[src/rtl/pipe_pkg.sv]
// Shared definitions for the pipe_packer width-packing stage.
// Optional packet-boundary support is enabled with PIPE_PACKER_LAST_EN.
package pipe_pkg;

  localparam int unsigned PIPE_L     = 8;
  localparam int unsigned PIPE_N     = 4;
  // Upper bound on the pack factor that keep_mask can describe.
  localparam int unsigned PIPE_MAX_N = 64;

  // Beat-counter width for a pack factor n (at least one bit).
  function automatic int unsigned cnt_width(input int unsigned n);
    return (n < 2) ? 1 : $clog2(n);
  endfunction

`ifdef PIPE_PACKER_LAST_EN
  // Thermometer mask with bits 0..cnt set: the lanes holding valid beats.
  function automatic logic [PIPE_MAX_N-1:0] keep_mask(input int unsigned cnt);
    logic [PIPE_MAX_N-1:0] m;
    m = '0;
    for (int unsigned i = 0; i < PIPE_MAX_N; i++) begin
      m[i] = (i <= cnt);
    end
    return m;
  endfunction
`endif

endpackage

[src/rtl/pipe_packer.sv]
// pipe_packer: packs N consecutive L-bit beats into one registered N*L-bit word.
// Build option PIPE_PACKER_LAST_EN adds last_f/last_b/keep_b for short final words.
module pipe_packer
  import pipe_pkg::*;
#(
  parameter int unsigned L = PIPE_L,
  parameter int unsigned N = PIPE_N
) (
  input  logic           clk,
  input  logic           rst,
  input  logic           valid_f,
  output logic           ready_f,
  input  logic [L-1:0]   data_f,
`ifdef PIPE_PACKER_LAST_EN
  input  logic           last_f,
  output logic           last_b,
  output logic [N-1:0]   keep_b,
`endif
  output logic           valid_b,
  input  logic           ready_b,
  output logic [N*L-1:0] data_b
);

  localparam int unsigned     CW       = cnt_width(N);
  localparam logic [CW-1:0]   CNT_LAST = CW'(N - 1);

  if (N < 2) begin : g_bad_n
    $error("pipe_packer: N must be at least 2");
  end

`ifdef PIPE_PACKER_LAST_EN
  if (N > PIPE_MAX_N) begin : g_bad_keep
    $error("pipe_packer: N exceeds keep mask width");
  end
`endif

  logic [CW-1:0]  cnt_q, cnt_d;
  logic [N*L-1:0] acc_q, acc_d;
  logic           valid_q, valid_d;
  logic [N*L-1:0] data_q, data_d;
  logic [31:0]    cnt_ext;
  logic [N*L-1:0] word;
  logic           accept;
  logic           at_last;
  logic           complete;
`ifdef PIPE_PACKER_LAST_EN
  logic           last_q, last_d;
  logic [N-1:0]   keep_q, keep_d;
`endif

  assign cnt_ext = 32'(cnt_q);
  assign accept  = valid_f && ready_f;
  assign at_last = (cnt_q == CNT_LAST);

`ifdef PIPE_PACKER_LAST_EN
  // Any beat may complete a word, so only the output register gates intake.
  assign complete = accept && (at_last || last_f);
  assign ready_f  = !valid_q || ready_b;
`else
  // Only the completing beat needs a free output register.
  assign complete = accept && at_last;
  assign ready_f  = !valid_q || ready_b || !at_last;
`endif

  // Assemble the outgoing word: stored lanes below cnt, live beat at cnt, zero above.
  always_comb begin
    word = '0;
    for (int unsigned i = 0; i < N; i++) begin
      if (i < cnt_ext) begin
        word[i*L +: L] = acc_q[i*L +: L];
      end else if (i == cnt_ext) begin
        word[i*L +: L] = data_f;
      end
    end
  end

  // Accumulator lane write and beat counter advance.
  always_comb begin
    acc_d = acc_q;
    cnt_d = cnt_q;
    if (accept) begin
      acc_d[cnt_ext*L +: L] = data_f;
      cnt_d = complete ? '0 : cnt_q + CW'(1);
    end
  end

  // Output register: a completing beat loads a word even while the previous one drains.
  always_comb begin
    valid_d = valid_q;
    data_d  = data_q;
`ifdef PIPE_PACKER_LAST_EN
    last_d  = last_q;
    keep_d  = keep_q;
`endif
    if (complete) begin
      valid_d = 1'b1;
      data_d  = word;
`ifdef PIPE_PACKER_LAST_EN
      last_d  = last_f;
      keep_d  = N'(keep_mask(cnt_ext));
`endif
    end else if (valid_q && ready_b) begin
      valid_d = 1'b0;
    end
  end

  // State registers with asynchronous active-low reset.
  always_ff @(posedge clk or negedge rst) begin
    if (!rst) begin
      cnt_q   <= '0;
      acc_q   <= '0;
      valid_q <= 1'b0;
      data_q  <= '0;
`ifdef PIPE_PACKER_LAST_EN
      last_q  <= 1'b0;
      keep_q  <= '0;
`endif
    end else begin
      cnt_q   <= cnt_d;
      acc_q   <= acc_d;
      valid_q <= valid_d;
      data_q  <= data_d;
`ifdef PIPE_PACKER_LAST_EN
      last_q  <= last_d;
      keep_q  <= keep_d;
`endif
    end
  end

  assign valid_b = valid_q;
  assign data_b  = data_q;
`ifdef PIPE_PACKER_LAST_EN
  assign last_b  = last_q;
  assign keep_b  = keep_q;
`endif

endmodule
[config.mk]
export PLATFORM = sky130hd
export DESIGN_NAME = pipe_packer
export DESIGN_NICKNAME = d
export VERILOG_FILES = /design/src/rtl/pipe_pkg.sv /design/src/rtl/pipe_packer.sv
export SDC_FILE = /design/constraint.sdc
export NUM_CORES = 1
export LEC_CHECK = 0
export ABC_AREA = 1
export CORE_MARGIN = 2
export CORE_UTILIZATION = 48
export CTS_BUF_LIST = sky130_fd_sc_hd__clkbuf_16
export DETAILED_ROUTE_END_ITERATION = 10
export HOLD_SLACK_MARGIN = 0.12
export PLACE_DENSITY = 0.75
export SYNTH_ARGS = -nofsm -noshare
export SYNTH_HDL_FRONTEND = slang
export SYNTH_SLANG_ARGS = --single-unit
[constraint.sdc]
create_clock -name clk -period 2.15 [get_ports clk]
set_input_delay 0.43 -clock clk [delete_from_list [all_inputs] [get_ports clk]]
set_output_delay 0.43 -clock clk [all_outputs]
set_load 0.02 [all_outputs]
; ---- After elaboration in Yosys (flattened, before gate mapping)
; Cells that the tools add are included.
[totals]
regBits = 67
latch_bits = 0
ram_bits = 0
rom_bits = 0
in_bits = 12
out_inout_bits = 34
elab_cells = 37
n_memories = 0
[op_classes]
n_addsub = 2
n_mul = 0
n_div = 0
n_lt_le_gt_ge = 4
eq_ne = 4
n_shift = 2
n_mux = 12
n_bitwise = 0
reduce_logical = 9
[ops]
columns = cell, count
row1 = two-way mux 8 bit, 8
row2 = negation 5 -> 34 bit, 1
row3 = "variable shift 8 x 34 -> 32 bit, first input constant", 1
row4 = variable part select 8 x 34 -> 32 bit, 1
row5 = bitwise mux 32 bit, 1
row6 = logical NOT 32 bit, 1
row7 = "== test 2 bit, first input constant", 2
row8 = "less-than comparator 1 x 2 -> 1 bit, first input constant", 2
row9 = "less-than comparator 2 bit, first input constant", 2
row10 = logical AND 1 bit, 3
row11 = "adder 2 x 1 -> 2 bit, second input constant", 1
row12 = "== test 1 x 2 -> 1 bit, first input constant", 1
row13 = "== test 2 bit, second input constant", 1
row14 = logical NOT 1 bit, 2
row15 = logical OR 1 bit, 2
row16 = two-way mux 1 bit, 2
row17 = two-way mux 2 bit, 1
row18 = nonzero test 2 bit, 1

; ---- Depth between registers and ports, before layout
[depth]
ltp_word = 6
ltp_mapped = 10

; ---- Least setup slack after synthesis
; OpenSTA, ideal clock, no wires.
[synth_path]
path_kind = register to register
startpoint = register cnt_q[0]
endpoint = register acc_q[20]
setup_ns = 0.074
arrival_ns = 1.602
setup_slack_ns = 0.474
stages_incl_launch_ff = 10
path_buffers = 3
period_less_slack_ns = 1.676
path_cell_list = dfrtp_1 > buf_6 > inv_1 > buf_2 > ha_1 > inv_1 > nor2_4 > buf_6 > nand3_1 > o21ai_2
[synth_between]
elab_chain_len = 4
word_cells_on_any_way = 8
[synth_rtl]
columns = item, line
row1 = from (decl), pipe_packer.sv:37  ; logic [CW-1:0] cnt_q, cnt_d;
row2 = from (signal assigned), pipe_packer.sv:119  ; cnt_q <= cnt_d;
row3 = "parallel branches: the longest is 4 deep, another holds negation 5 -> 34 bit", -
row4 = to (signal assigned), pipe_packer.sv:111  ; acc_q <= '0;
row5 = to (signal assigned), pipe_packer.sv:120  ; acc_q <= acc_d;
row6 = to (decl), pipe_packer.sv:38  ; logic [N*L-1:0] acc_q, acc_d;
; Parallel ways; which one is timed is not known.
; A chain may end at the register's enable or synchronous reset.

; ---- Worst setup path in the final report
[layout_path]
startpoint = register cnt_q[0]
endpoint = output ready_f
[layout_between]
elab_chain_len = 3
[layout_rtl]
columns = item, line
row1 = == test 2 bit, pipe_packer.sv:53  ; assign at_last = (cnt_q == CNT_LAST);
row2 = logical NOT 1 bit, pipe_packer.sv:62  ; assign ready_f = !valid_q || ready_b || !at_last;
row3 = logical OR 1 bit, pipe_packer.sv:62
row4 = to (decl), pipe_packer.sv:12  ; output logic ready_f,
; Every way passes these cells.

==> impl_metrics.toml <==
[run_status]
status = "completed"

[cts]
clk_latency_ns = 0.33
cts_buffer_depth = 2
htreeDepth = 3
path_clk_slew_ns = 0.05
cts_tree = "built"
cts_buffers = 9
cts_root_buf = "clkbuf_16"
clock_sink_count = 59

[critical_path]
worst_setup_path_start_kind = "register"
crit_type = "reg -> out"
crit_arrival_ns = 1.48
crit_chain = "ha_2 -> nand3_4 -> dlygate4sd2_1"
setup.worst_path.end_class = "primary output"
cp_data_required_time_ns = 1.72
worst-path-buf-inv = 1
slowest_stage = "dfrtp_1"
critPathTopFamily = "flip-flops"
slowest_delay_ns = 0.46
crit_fanout = 7

[logic_synthesis]
synth.most_common_cell = "nand2_1"
ys_top_cells_by_area = "dfrtp_1 (52%), nand2_1 (15%), o21ai_0 (8.9%)"
synth_top_area_share_pct = 51.6
syn_inst = 336
synthFlopType = "dfrtp_1"
synth-edff-count = 0
synth_cell_type_count = 17
synth_area_mm2 = 0.00286
seq_area_frac_synth_pct = 51.6
postSynthAreaPerCell_um2 = 8.51
async_flop_share_pct = 100
synthTopCellsByCount = "nand2_1 (118), dfrtp_1 (59), o21ai_0 (51)"
yosysWarnings = 0
yosys.area.top_type = "dfrtp_1"
synth_seq_cells = 59
syn_nets = 354

[sta]
period_share_pct = 88.8
setup_viol_count_final = 0
layout_setup_ws_ns = 0.240
fin_crit_ns = 1.91
slew_headroom_pct = 64.6
hold_viol_final = 0
fin_worst_skew_ns = 0.00472
max_slew.worst_pin.slew_ns = 0.531
setup_tns_ns = 0
max_freq_ghz = 0.524
rsz0062_at_grt = "false"
hold_ws_ns = 0.477
drv_slew = 0

[route]
drtAntennaViolNets = 0
via_count = 2364
wl_mm = 6.37
drcViolationCount = 0
avgRoutedWirePerCell_um = 13.7
drt_iter0_drc = 138
first_pass_iters = 4
via_per_inst = 5.09

[placed_design]
dp_worst_setup_slack_ns = 0.117
portBuffers = 45
dpl-instance-area_mm2 = 0.00333
dp_hpwl_mm = 4.42
place_congestion = 0.886
placed_cells = 447

[die]
core-area_mm2 = 0.00585
pin_count = 46
die_h_um = 81.2
die_area_mm2 = 0.00659
rows = 28
die_w_um = 81.2
start_util_pct = 48.9

[pwr]
total_power_mw = 5.34
p_per_area_mw_per_mm2 = 1450
vdd_drop_max_uv = 720
leakage_nw = 1.74

[cells_and_area]
area_growth_pct = 28.4
nNetsFinal = 402
stdcell_count = 464
final_core_util_pct = 62.8
post_route_cells_drive_above_1_share_pct = 10.0
design_area_mm2 = 0.00367
antenna_cells = 0

[run]
maxCapViolations = 0

[global_routing]
grt_max_degree = 52
overflow = 0
antenna_found_initial = 0
grtUsageTotal_pct = 22.0
grt_pass1_vias = 2246
grt_pass1_wl_mm = 10.7

[hold_path]
hold_class = "reg -> reg"
## where the power goes
group	leakage, nW	switching [mW]	internal [mW]
Sequential	0.790	0.210	1.48
Clock	0.168	0.494	1.12
Combinational	0.777	1.22	0.810
## cell usage in the layout, fill, tap and decap left out
cell type          n
nand2_1          118
dfrtp_1           59
o21ai_0           51
clkdlybuf4s50_1   43
nand3_1           24
inv_1             23
o21ai_1           12
nor2_1            10
clkbuf_16          9
buf_4              9
nand3_4            5
ha_1               5
nand2_2            4
o21ai_2            4
bufinv_16          3
nand4_1            2
clkinv_2           2
nor2_4             1
ha_2               1
clkinv_1           1
dlygate4sd3_1      1
buf_2              1
dlygate4sd2_1      1
## area by class of cell
class	count	area, um2
multi-input cells	237	1160
clock inverters	7	108
inverters	22	82.6
clock buffers	9	225
fillers	488	2180
well taps	75	93.8
flip-flops and latches	59	1480
repair buffers	55	522
## registers in the layout, indices dropped and copies added (netlist names)
register  count
acc_q        24
cnt_q         2
data_b       32
valid_b       1
## path summary, 6_finish.rpt
check / slack, ns / start / cells past startpoint / end
max reg2reg: 0.37 / cnt_q[0]$_DFFE_PN0P_ / 5 / acc_q[0]$_DFFE_PN0P_
max: 0.24 / cnt_q[0]$_DFFE_PN0P_ / 3 / ready_f
min reg2reg: 0.48 / acc_q[6]$_DFFE_PN0P_ / 2 / acc_q[6]$_DFFE_PN0P_
max in group asynchronous: 0.86 / rst / 3 / acc_q[21]$_DFFE_PN0P_
min in group asynchronous: 0.61 / rst / 2 / data_b[20]$_DFFE_PN0P_
min: 0.48 / acc_q[6]$_DFFE_PN0P_ / 2 / acc_q[6]$_DFFE_PN0P_
## worst register-to-register path: stages, from the launching register on
cell and delay (ns):
dfrtp_1 0.46, inv_1 0.18, ha_1 0.37, nor2_1 0.35, nand3_1 0.15, o21ai_0 0.19
## routing by layer
| metal | track usage [%] | up-vias | wire [um] |
|---|---|---|---|
| li1 | - | 1187 | - |
| met1 | 29.3 | 1106 | 3000 |
| met2 | 33.1 | 58 | 2920 |
| met3 | 7.44 | 13 | 326 |
| met4 | 8.47 | 0 | 121 |
| met5 | 0 | - | 0 |
## cells by family (layout without fill, tap and decap cells)
family / count (synthesis) / after routing / share of synthesized area (%)
and+or+nand+nor: 164 / 164 / 25.8
buffers and inverters: 40 / 93 / 7.70
AOI/OAI and AO/OA: 67 / 67 / 12.3
DFF: 59 / 59 / 51.6
adders and majority gates: 6 / 6 / 2.63
## repair_timing
action	in CTS	in global routing
gates resized for setup	2	0
setup buffers	0	0
hold buffers	1	0
setup endpoints to repair	1	0
endpoints found under the hold margin	20	0
(Power assumes the default switching activity.)
